## src/rtl/perceptron_trainer.sv

```systemverilog
// Single-layer perceptron trainer: sequential MAC over stored samples, threshold decision,
// saturating error-driven weight updates, repeated by epoch until zero errors or the epoch limit.
module perceptron_trainer #(
  parameter int unsigned N_IN      = 2,
  parameter int unsigned N_SAMP    = 4,
  parameter int unsigned W         = 16,
  parameter int unsigned FRAC      = 8,
  parameter int unsigned ETA_SH    = 1,
  parameter int unsigned MAX_EPOCH = 16
) (
  input  logic                       i_clk,
  input  logic                       i_rst,
  input  logic                       i_start,
  input  logic                       i_samp_we,
  input  logic [$clog2(N_SAMP)-1:0]  i_samp_addr,
  input  logic [N_IN*W-1:0]          i_samp_x,
  input  logic                       i_samp_d,
  input  logic                       i_w_we,
  input  logic [$clog2(N_IN+1)-1:0]  i_w_addr,
  input  logic [W-1:0]               i_w_wdata,
  output logic [W-1:0]               o_w_rdata,
  output logic                       o_busy,
  output logic                       o_done,
  output logic                       o_converged,
  output logic [7:0]                 o_epochs,
  output logic [N_SAMP-1:0]          o_result
);

  localparam int unsigned SW = $clog2(N_SAMP);
  localparam int unsigned IW = $clog2(N_IN + 1);
  localparam int unsigned EW = $clog2(N_SAMP + 1);
  localparam int unsigned AW = 2 * W + IW + 1;
  localparam logic signed [W-1:0] BiasDelta = W'((32'd1 << FRAC) >> ETA_SH);

  typedef enum logic [2:0] {StIdle, StMac, StDecide, StUpdate, StNext, StDone} state_t;

  state_t                r_state, w_state_nxt;
  logic signed [W-1:0]   r_w  [N_IN+1];
  logic signed [W-1:0]   r_sx [N_SAMP][N_IN];
  logic [N_SAMP-1:0]     r_sd;
  logic signed [AW-1:0]  r_acc;
  logic [SW-1:0]         r_samp;
  logic [IW-1:0]         r_idx;
  logic [7:0]            r_epoch;
  logic [EW-1:0]         r_err;
  logic                  r_conv;
  logic [7:0]            r_epochs;
  logic [N_SAMP-1:0]     r_result;

  logic [IW-1:0]         w_xsel;
  logic signed [W-1:0]   w_x;
  logic signed [W-1:0]   w_wmul;
  logic signed [2*W-1:0] w_prod;
  logic signed [AW-1:0]  w_bias;
  logic signed [W-1:0]   w_delta;
  logic signed [W:0]     w_wext, w_dext, w_sum;
  logic signed [W-1:0]   w_upd;
  logic                  w_y;
  logic                  w_last_samp;

  // UPDATE step k uses input k-1; MAC step idx uses input idx
  assign w_xsel = (r_state == StUpdate) ? r_idx - IW'(1) : r_idx;

  always_comb begin
    w_x = '0;
    for (int i = 0; i < int'(N_IN); i++) begin
      if (w_xsel == IW'(i)) w_x = r_sx[r_samp][i];
    end
  end

  assign w_wmul  = r_w[r_idx + IW'(1)];
  assign w_prod  = w_wmul * w_x;
  assign w_bias  = {{(AW - W){r_w[0][W-1]}}, r_w[0]} << FRAC;
  assign w_delta = (r_idx == '0) ? BiasDelta : (w_x >>> ETA_SH);
  assign w_wext  = {r_w[r_idx][W-1], r_w[r_idx]};
  assign w_dext  = {w_delta[W-1], w_delta};
  assign w_sum   = r_sd[r_samp] ? (w_wext + w_dext) : (w_wext - w_dext);
  assign w_y     = ~r_acc[AW-1];
  assign w_last_samp = (r_samp == SW'(N_SAMP - 1));

  always_comb begin
    w_upd = w_sum[W-1:0];
    if (w_sum[W] != w_sum[W-1]) w_upd = w_sum[W] ? {1'b1, {(W-1){1'b0}}} : {1'b0, {(W-1){1'b1}}};
  end

  always_ff @(posedge i_clk) begin
    if (i_rst) r_state <= StIdle;
    else       r_state <= w_state_nxt;
  end

  always_comb begin
    w_state_nxt = r_state;
    case (r_state)
      StIdle:   if (i_start) w_state_nxt = StMac;
      StMac:    if (r_idx == IW'(N_IN - 1)) w_state_nxt = StDecide;
      StDecide: w_state_nxt = (w_y == r_sd[r_samp]) ? StNext : StUpdate;
      StUpdate: if (r_idx == IW'(N_IN)) w_state_nxt = StNext;
      StNext: begin
        if (!w_last_samp)                        w_state_nxt = StMac;
        else if (r_err == '0)                    w_state_nxt = StDone;
        else if (r_epoch == 8'(MAX_EPOCH - 1))   w_state_nxt = StDone;
        else                                     w_state_nxt = StMac;
      end
      StDone:   w_state_nxt = StIdle;
      default:  w_state_nxt = StIdle;
    endcase
  end

  always_ff @(posedge i_clk) begin
    if (i_rst) begin
      for (int k = 0; k <= int'(N_IN); k++) r_w[k] <= '0;
      for (int s = 0; s < int'(N_SAMP); s++) begin
        for (int i = 0; i < int'(N_IN); i++) r_sx[s][i] <= '0;
      end
      r_sd     <= '0;
      r_acc    <= '0;
      r_samp   <= '0;
      r_idx    <= '0;
      r_epoch  <= '0;
      r_err    <= '0;
      r_conv   <= 1'b0;
      r_epochs <= '0;
      r_result <= '0;
    end else begin
      case (r_state)
        StIdle: begin
          if (i_w_we && (i_w_addr <= IW'(N_IN))) r_w[i_w_addr] <= i_w_wdata;
          if (i_samp_we && (int'(i_samp_addr) < int'(N_SAMP))) begin
            for (int i = 0; i < int'(N_IN); i++) r_sx[i_samp_addr][i] <= i_samp_x[i*W +: W];
            r_sd[i_samp_addr] <= i_samp_d;
          end
          if (i_start) begin
            r_acc    <= w_bias;
            r_samp   <= '0;
            r_idx    <= '0;
            r_epoch  <= '0;
            r_err    <= '0;
            r_conv   <= 1'b0;
            r_epochs <= '0;
          end
        end
        StMac: begin
          r_acc <= r_acc + {{(AW - 2 * W){w_prod[2*W-1]}}, w_prod};
          r_idx <= (r_idx == IW'(N_IN - 1)) ? '0 : r_idx + IW'(1);
        end
        StDecide: begin
          r_result[r_samp] <= w_y;
          if (w_y != r_sd[r_samp]) r_err <= r_err + EW'(1);
        end
        StUpdate: begin
          r_w[r_idx] <= w_upd;
          r_idx      <= (r_idx == IW'(N_IN)) ? '0 : r_idx + IW'(1);
        end
        StNext: begin
          if (!w_last_samp) begin
            r_samp <= r_samp + SW'(1);
            r_acc  <= w_bias;
          end else begin
            r_epochs <= r_epoch + 8'd1;
            if (r_err == '0) begin
              r_conv <= 1'b1;
            end else if (r_epoch != 8'(MAX_EPOCH - 1)) begin
              r_epoch <= r_epoch + 8'd1;
              r_err   <= '0;
              r_samp  <= '0;
              r_acc   <= w_bias;
            end
          end
        end
        default: ;
      endcase
    end
  end

  assign o_w_rdata   = r_w[i_w_addr];
  assign o_busy      = (r_state != StIdle);
  assign o_done      = (r_state == StDone);
  assign o_converged = r_conv;
  assign o_epochs    = r_epochs;
  assign o_result    = r_result;

endmodule

```

## config.mk

```make
export PLATFORM = sky130hd
export DESIGN_NAME = perceptron_trainer
export DESIGN_NICKNAME = d
export VERILOG_FILES = /design/src/rtl/perceptron_trainer.sv
export SDC_FILE = /design/constraint.sdc
export NUM_CORES = 1
export LEC_CHECK = 0
export CORE_MARGIN = 2
export CORE_UTILIZATION = 26
export DETAILED_ROUTE_END_ITERATION = 8
export PLACE_DENSITY_LB_ADDON = 0.2
export SLEW_MARGIN = 20
export SYNTH_ARGS = -nofsm -noshare
export SYNTH_HDL_FRONTEND = slang
export SYNTH_SLANG_ARGS = --single-unit
```

## constraint.sdc

```tcl
create_clock -name i_clk -period 23.6 [get_ports i_clk]
set_clock_uncertainty 0.15 [all_clocks]
set_input_delay 4.72 -clock i_clk [delete_from_list [all_inputs] [get_ports i_clk]]
set_output_delay 4.72 -clock i_clk [all_outputs]
set_load 0.01 [all_outputs]
```

== Word-level counts from Yosys, hierarchy flattened ==
Memory sizes are Yosys's and may differ from the RTL's. A register that Yosys moved wholly into a read port is not among the register bits.
Cells that the tools add are included.

* Register bits: 70
* Memory bits (writable): 176
* Input port bits: 58
* Output and inout port bits: 31
* Word-level logic and storage cells: 154
* Memories kept: 2

{| class="wikitable"
|+ Memory list
! memory !! depth !! bits a word !! rd ports !! clocked after memory_dff !! wr ports !! line !! source
|-
| r_sx || 4 || 32 || 1 || 1 || 4 || 39 || <nowiki>logic signed [W-1:0] r_sx [N_SAMP][N_IN];</nowiki>
|-
| r_w || 3 || 16 || 4 || 1 || 3 || 38 || <nowiki>logic signed [W-1:0] r_w [N_IN+1];</nowiki>
|}

* $add $sub $neg: 8
* $mul: 1
* $lt $le $gt $ge: 5
* Eq/ne operators: 24
* Muxes and demuxes: 79
* Bitwise operators: 1
* Reductions and logical operators: 24

{| class="wikitable"
|+ Operators with widths
! cell !! count
|-
| 35-bit two-way mux || 4
|-
| 16-bit two-way mux || 7
|-
| 35-bit one-hot mux with 3 select lines || 1
|-
| 8-bit two-way mux || 5
|-
| 3-bit two-way mux || 12
|-
| 35-bit adder || 1
|-
| 16-bit by 16-bit multiplier with 32-bit output || 1
|-
| 32-bit two-way mux || 1
|-
| 8-bit one-hot mux with 2 select lines || 2
|-
| 16-bit OR reduction || 2
|-
| 32-bit OR reduction || 1
|-
| 2-bit two-way mux || 14
|-
| 1-bit two-way mux || 22
|-
| 16-bit by 16-bit adder with 17-bit output || 1
|-
| 17-bit two-way mux || 1
|-
| 16-bit by 16-bit subtractor with 17-bit output || 1
|-
| 3-bit one-hot mux with 5 select lines || 1
|-
| 2-bit inequality test (second input constant) || 7
|-
| 4-bit AND reduction || 3
|-
| 3-bit nonzero test || 4
|-
| 3-bit one-hot mux with 3 select lines || 1
|-
| 8-bit by 1-bit adder with 8-bit output (second input constant) || 1
|-
| 4-bit bitwise mux || 2
|-
| 8-bit by 4-bit == test with 1-bit output (second input constant) || 1
|-
| 30 further kinds || 46
|}

== Depth between registers and ports, before layout ==
* Depth in word-level cells: 11
* Mapped depth: 47
* Depth with buffers taken out: 40

== Worst setup path after synthesis ==
OpenSTA, ideal clock, no wires.

* Path kind: input to output
* Start point: input port i_w_addr[0]
* End point: output port o_w_rdata[10]
* Arrival time: 6.280 ns
* Data required time: 18.730 ns
* Path slack: 12.450 ns
* Stages on the path: 3
* Cell sequence: clkbuf_1 > buf_1 > mux4_2

* Longest elaborated chain between the ends: 1

{| class="wikitable"
|+ RTL lines
! element !! line !! source
|-
| start: declaration || 19 || <nowiki>input logic [$clog2(N_IN+1)-1:0] i_w_addr,</nowiki>
|-
| memory read 3 x 16 bit || - ||
|-
| end: declaration || 21 || <nowiki>output logic [W-1:0] o_w_rdata,</nowiki>
|}

Every way passes these cells.

== Worst setup path after layout ==
* Start point: register r_idx[0]
* End point: register r_acc[34]

* Longest elaborated chain between the ends: 8
* Elaborated cells between the ends (all ways): 11
* Those cells by class: add/sub: 3; mul: 1; eq/ne: 1; mux: 4; reduce/logical: 1; memory: 1

{| class="wikitable"
|+ RTL lines
! element !! line !! source
|-
| start: declaration || 43 || <nowiki>logic [IW-1:0] r_idx;</nowiki>
|-
| start signal: assignment || 144 || <nowiki>r_idx <= (r_idx == IW'(N_IN - 1)) ? '0 : r_idx + IW'(1);</nowiki>
|-
| start signal: assignment || 152 || <nowiki>r_idx <= (r_idx == IW'(N_IN)) ? '0 : r_idx + IW'(1);</nowiki>
|-
| 2-bit by 1-bit subtractor with 2-bit output || 62 || <nowiki>assign w_xsel = (r_state == StUpdate) ? r_idx - IW'(1) : r_idx;</nowiki>
|-
| 2-bit two-way mux || 62 ||
|-
| 2-bit logical NOT || 67 || <nowiki>if (w_xsel == IW'(i)) w_x = r_sx[r_samp][i];</nowiki>
|-
| 16-bit two-way mux (2 in a row) || 67 ||
|-
| 16-bit by 16-bit multiplier with 32-bit output * || 72 || <nowiki>assign w_prod = w_wmul * w_x;</nowiki>
|-
| 35-bit adder * || 143 || <nowiki>r_acc <= r_acc + {{(AW - 2 * W){w_prod[2*W-1]}}, w_prod};</nowiki>
|-
| 35-bit one-hot mux with 3 select lines * || 125 || <nowiki>case (r_state)</nowiki>
|-
| end signal: assignment || 133 || <nowiki>r_acc <= w_bias;</nowiki>
|-
| end signal: assignment || 143 ||
|-
| end signal: assignment || 157 || <nowiki>r_acc <= w_bias;</nowiki>
|-
| end: declaration || 41 || <nowiki>logic signed [AW-1:0] r_acc;</nowiki>
|}

Every way passes the cells marked *; elsewhere a longest branch is shown, timed or not.
A chain may end at the register's enable or synchronous reset.

==> metrics <==
result of the run=finished clean; final count of hold timing violations=0; largest net degree at the start of global routing=41; R2R Setup Slk=roughly 11 ns; total placed cells including tap cells=3896; max-cap viol count=0; fraction of layout instances using a drive strength above 1=8.35%; start point of the worst min-delay path=o_epochs[1]$_SDFFE_PP0P_; clock buffer depth=3; I/O pins=a little under 90; count of unique library cells instantiated by Yosys=82; setup repair after global routing missed its margin=false; slew of the pin with the lowest slew margin=1.09 ns; length in cells of the worst reg-to-reg path=38; horizontal die dimension=320 um; hold-critical path depth=2; path type of the worst min-delay path=reg -> reg; DRC errors left=0; clk sinks=roughly 270; non-filler instance count after layout=3959; area used by sequential logic in the layout=7250 um^2; routed vias=19148; combined global-route utilization of all metal layers=16.4%; Wirelength per Cell=roughly 21 um; fraction of registers with async set or reset after synthesis=0%; effective utilization at floorplan=26.3%; net count after synthesis=around 3100; standard cell with the maximum stage delay on the critical path=a22o_1; antenna violations before repair=9; nets@finish=3119; most common cell after layout, fill and taps aside=inv_1; final clock period utilization by the worst path=52.3%; clock transition at the registers of the reported paths=~0.060 ns; sequential element share of the synthesized area=28.0%; cell type with the highest occurrence count on the critical path=fa_1; Post-CTS Setup Bufs=0; fill cell instance count of the final layout=10164; most frequent cells in the layout=inv_1 (346), fa_1 (264), nand2_1 (234), nor2_1 (193), edfxtp_1 (192); global-route wire length before repair=126000 um; IO buf count=88; Total Wirelength=roughly 83000 um; max-slew violation total from the final report=0; cts hold-fix bufs=0; total of cells resized after clock tree synthesis=0; prevailing post-synth register cell=edfxtp_1; total negative slack for setup checks=0 ns; floorplan row count=115; Total Die Area=about 100000 um^2; number of synthesized flops with an enable pin=192; last weighted congestion value of the routability-driven placer=~0.85; number of buffers created by CTS=35; post-synthesis register bit count=266; Arrival @ worst endpoint=12.66 ns; Initial DRT Pass Iterations=5; Worst Hold Margin=0.301 ns; cell count after synthesis=2598; half-perimeter wire length after placement=61400 um; reg2reg start=r_idx[0]$_SDFFE_PP0P_; Required @ worst endpoint=around 24 ns; Critical Path End Type=flip-flop; vertical extent of the die=320 um; capture instance of the worst register-to-register path=r_acc[34]$_SDFFE_PP0P_; launching element type of the critical path=flip-flop; number of failing setup endpoints in the final timing report=0; end point of the worst hold path=o_epochs[1]$_SDFFE_PP0P_; Root Buffer=clkbuf_16; fmax=~81 MHz; type of the worst setup path=reg -> reg; footprint of the multi-input gates=16800 um^2; core occupancy in the finished layout=between 20 and 30%; number of warning messages in the yosys log=0; cell area after synthesis=25900 um^2; clock period minus worst slack=12.34 ns; number of global-route vias before repair=just under 20000; worst skew pair latency=0.57 ns; clock tree from TritonCTS=done; Max Fanout on Critical Path=36; Iter 0 DRT Violations=1459; Core Footprint=around 99000 um^2; Worst slew margin=27.4%; post-route antenna net violation count=0; synthesized area per cell=9.97 um^2; ratio of routed vias to standard cells=between 4 and 5; delay contributed by the slowest stage of the critical path=0.99 ns; grt ovf=0; Area Overhead vs Synth=13.4%; # H-tree levels=2
[cells in the mapped netlist (all sizes together), types with 34 or more instances]
master    n  area [um^2]
inv     346         1300
and2    159          995
nor2b    67          419
clkbuf   92          347
xnor2    67          587
a21o     34          255
fa      264         5290
ha      151         1890
a21oi   138          702
nor2    196          736
dfxtp    74         1480
nor3     43          215
o21ai    75          375
mux4     69         1550
edfxtp  192         5770
nand2   234          878
[per-stage QoR]
step / instance area (um^2) / worst slack, ns
3_5_place_dp: 28200 / 11.28
4_1_cts: 29400 / 11.24
5_1_grt: 29400 / 10.41
3_3_place_gp: 28200 / 11.50
2_1_floorplan: 25900 / 12.45
6_report: 29400 / 11.26
[layout make-up]
cell class,count,share of cell area (%)
Timing Repair Buffer,134,4.16
Antenna cell,2,0.0170
Sequential cell,266,24.7
Inverter,347,4.44
Clock inverter,17,0.678
Tap cell,1287,5.48
Multi-Input combinational cell,1862,57.4
Clock buffer,44,3.17
[layer usage]
metal	GRT usage, %	wire length [um]	vias to the layer above
met2	26.5	38300	529
met3	2.79	4580	115
met1	22.4	37800	9647
li1	-	-	8849
met5	0	50	-
met4	5.10	2700	8
[critical path, delay by kind of cell, from the launching register on]
kind            cells  cell delay (ns)
buf+inv             6             1.38
flops               1             0.30
compound gates     15             4.75
fa+ha+maj           9             4.07
xor+xnor            2             0.48
simple gates        6             1.02
[sequential cells by signal, summed over array words and instances, names as in the netlist, 3 cells and up, named ones only]
name      cells
o_epochs      8
o_result      4
r_acc        35
r_epoch       8
r_err         3
r_sd          4
r_state       3
r_sx        128
r_w          64
[cells by family (layout without fill, tap and decap cells)]
group	after synthesis	count (layout)	synth area share (%)
other cells	0	2	0
fa+ha+maj	415	415	27.7
compound gates	433	433	11.0
buf+inv	470	542	7.06
simple gates	807	807	15.2
xor+xnor	90	90	3.10
flops	266	266	28.0
mux	117	117	8.00
[worst max-delay path by stage]
| stage | startpoint | endpoint | slack [ns] | cells past startpoint |
|---|---|---|---|---|
| 2_1_floorplan | i_w_addr[0] | o_w_rdata[10] | 12.45 | 3 |
| 3_3_place_gp | r_idx[0]$_SDFFE_PP0P_ | r_acc[34]$_SDFFE_PP0P_ | 11.50 | 38 |
| 3_5_place_dp | r_idx[0]$_SDFFE_PP0P_ | r_acc[34]$_SDFFE_PP0P_ | 11.28 | 38 |
| 4_1_cts | r_idx[0]$_SDFFE_PP0P_ | r_acc[34]$_SDFFE_PP0P_ | 11.24 | 38 |
| 5_1_grt | r_idx[0]$_SDFFE_PP0P_ | r_acc[34]$_SDFFE_PP0P_ | 10.41 | 38 |
| 6_report | r_idx[0]$_SDFFE_PP0P_ | r_acc[34]$_SDFFE_PP0P_ | 11.26 | 38 |
Power is left out: the tool's default activity adds up to more than one toggle a clock period on the data nets, which glitch-free logic cannot reach.
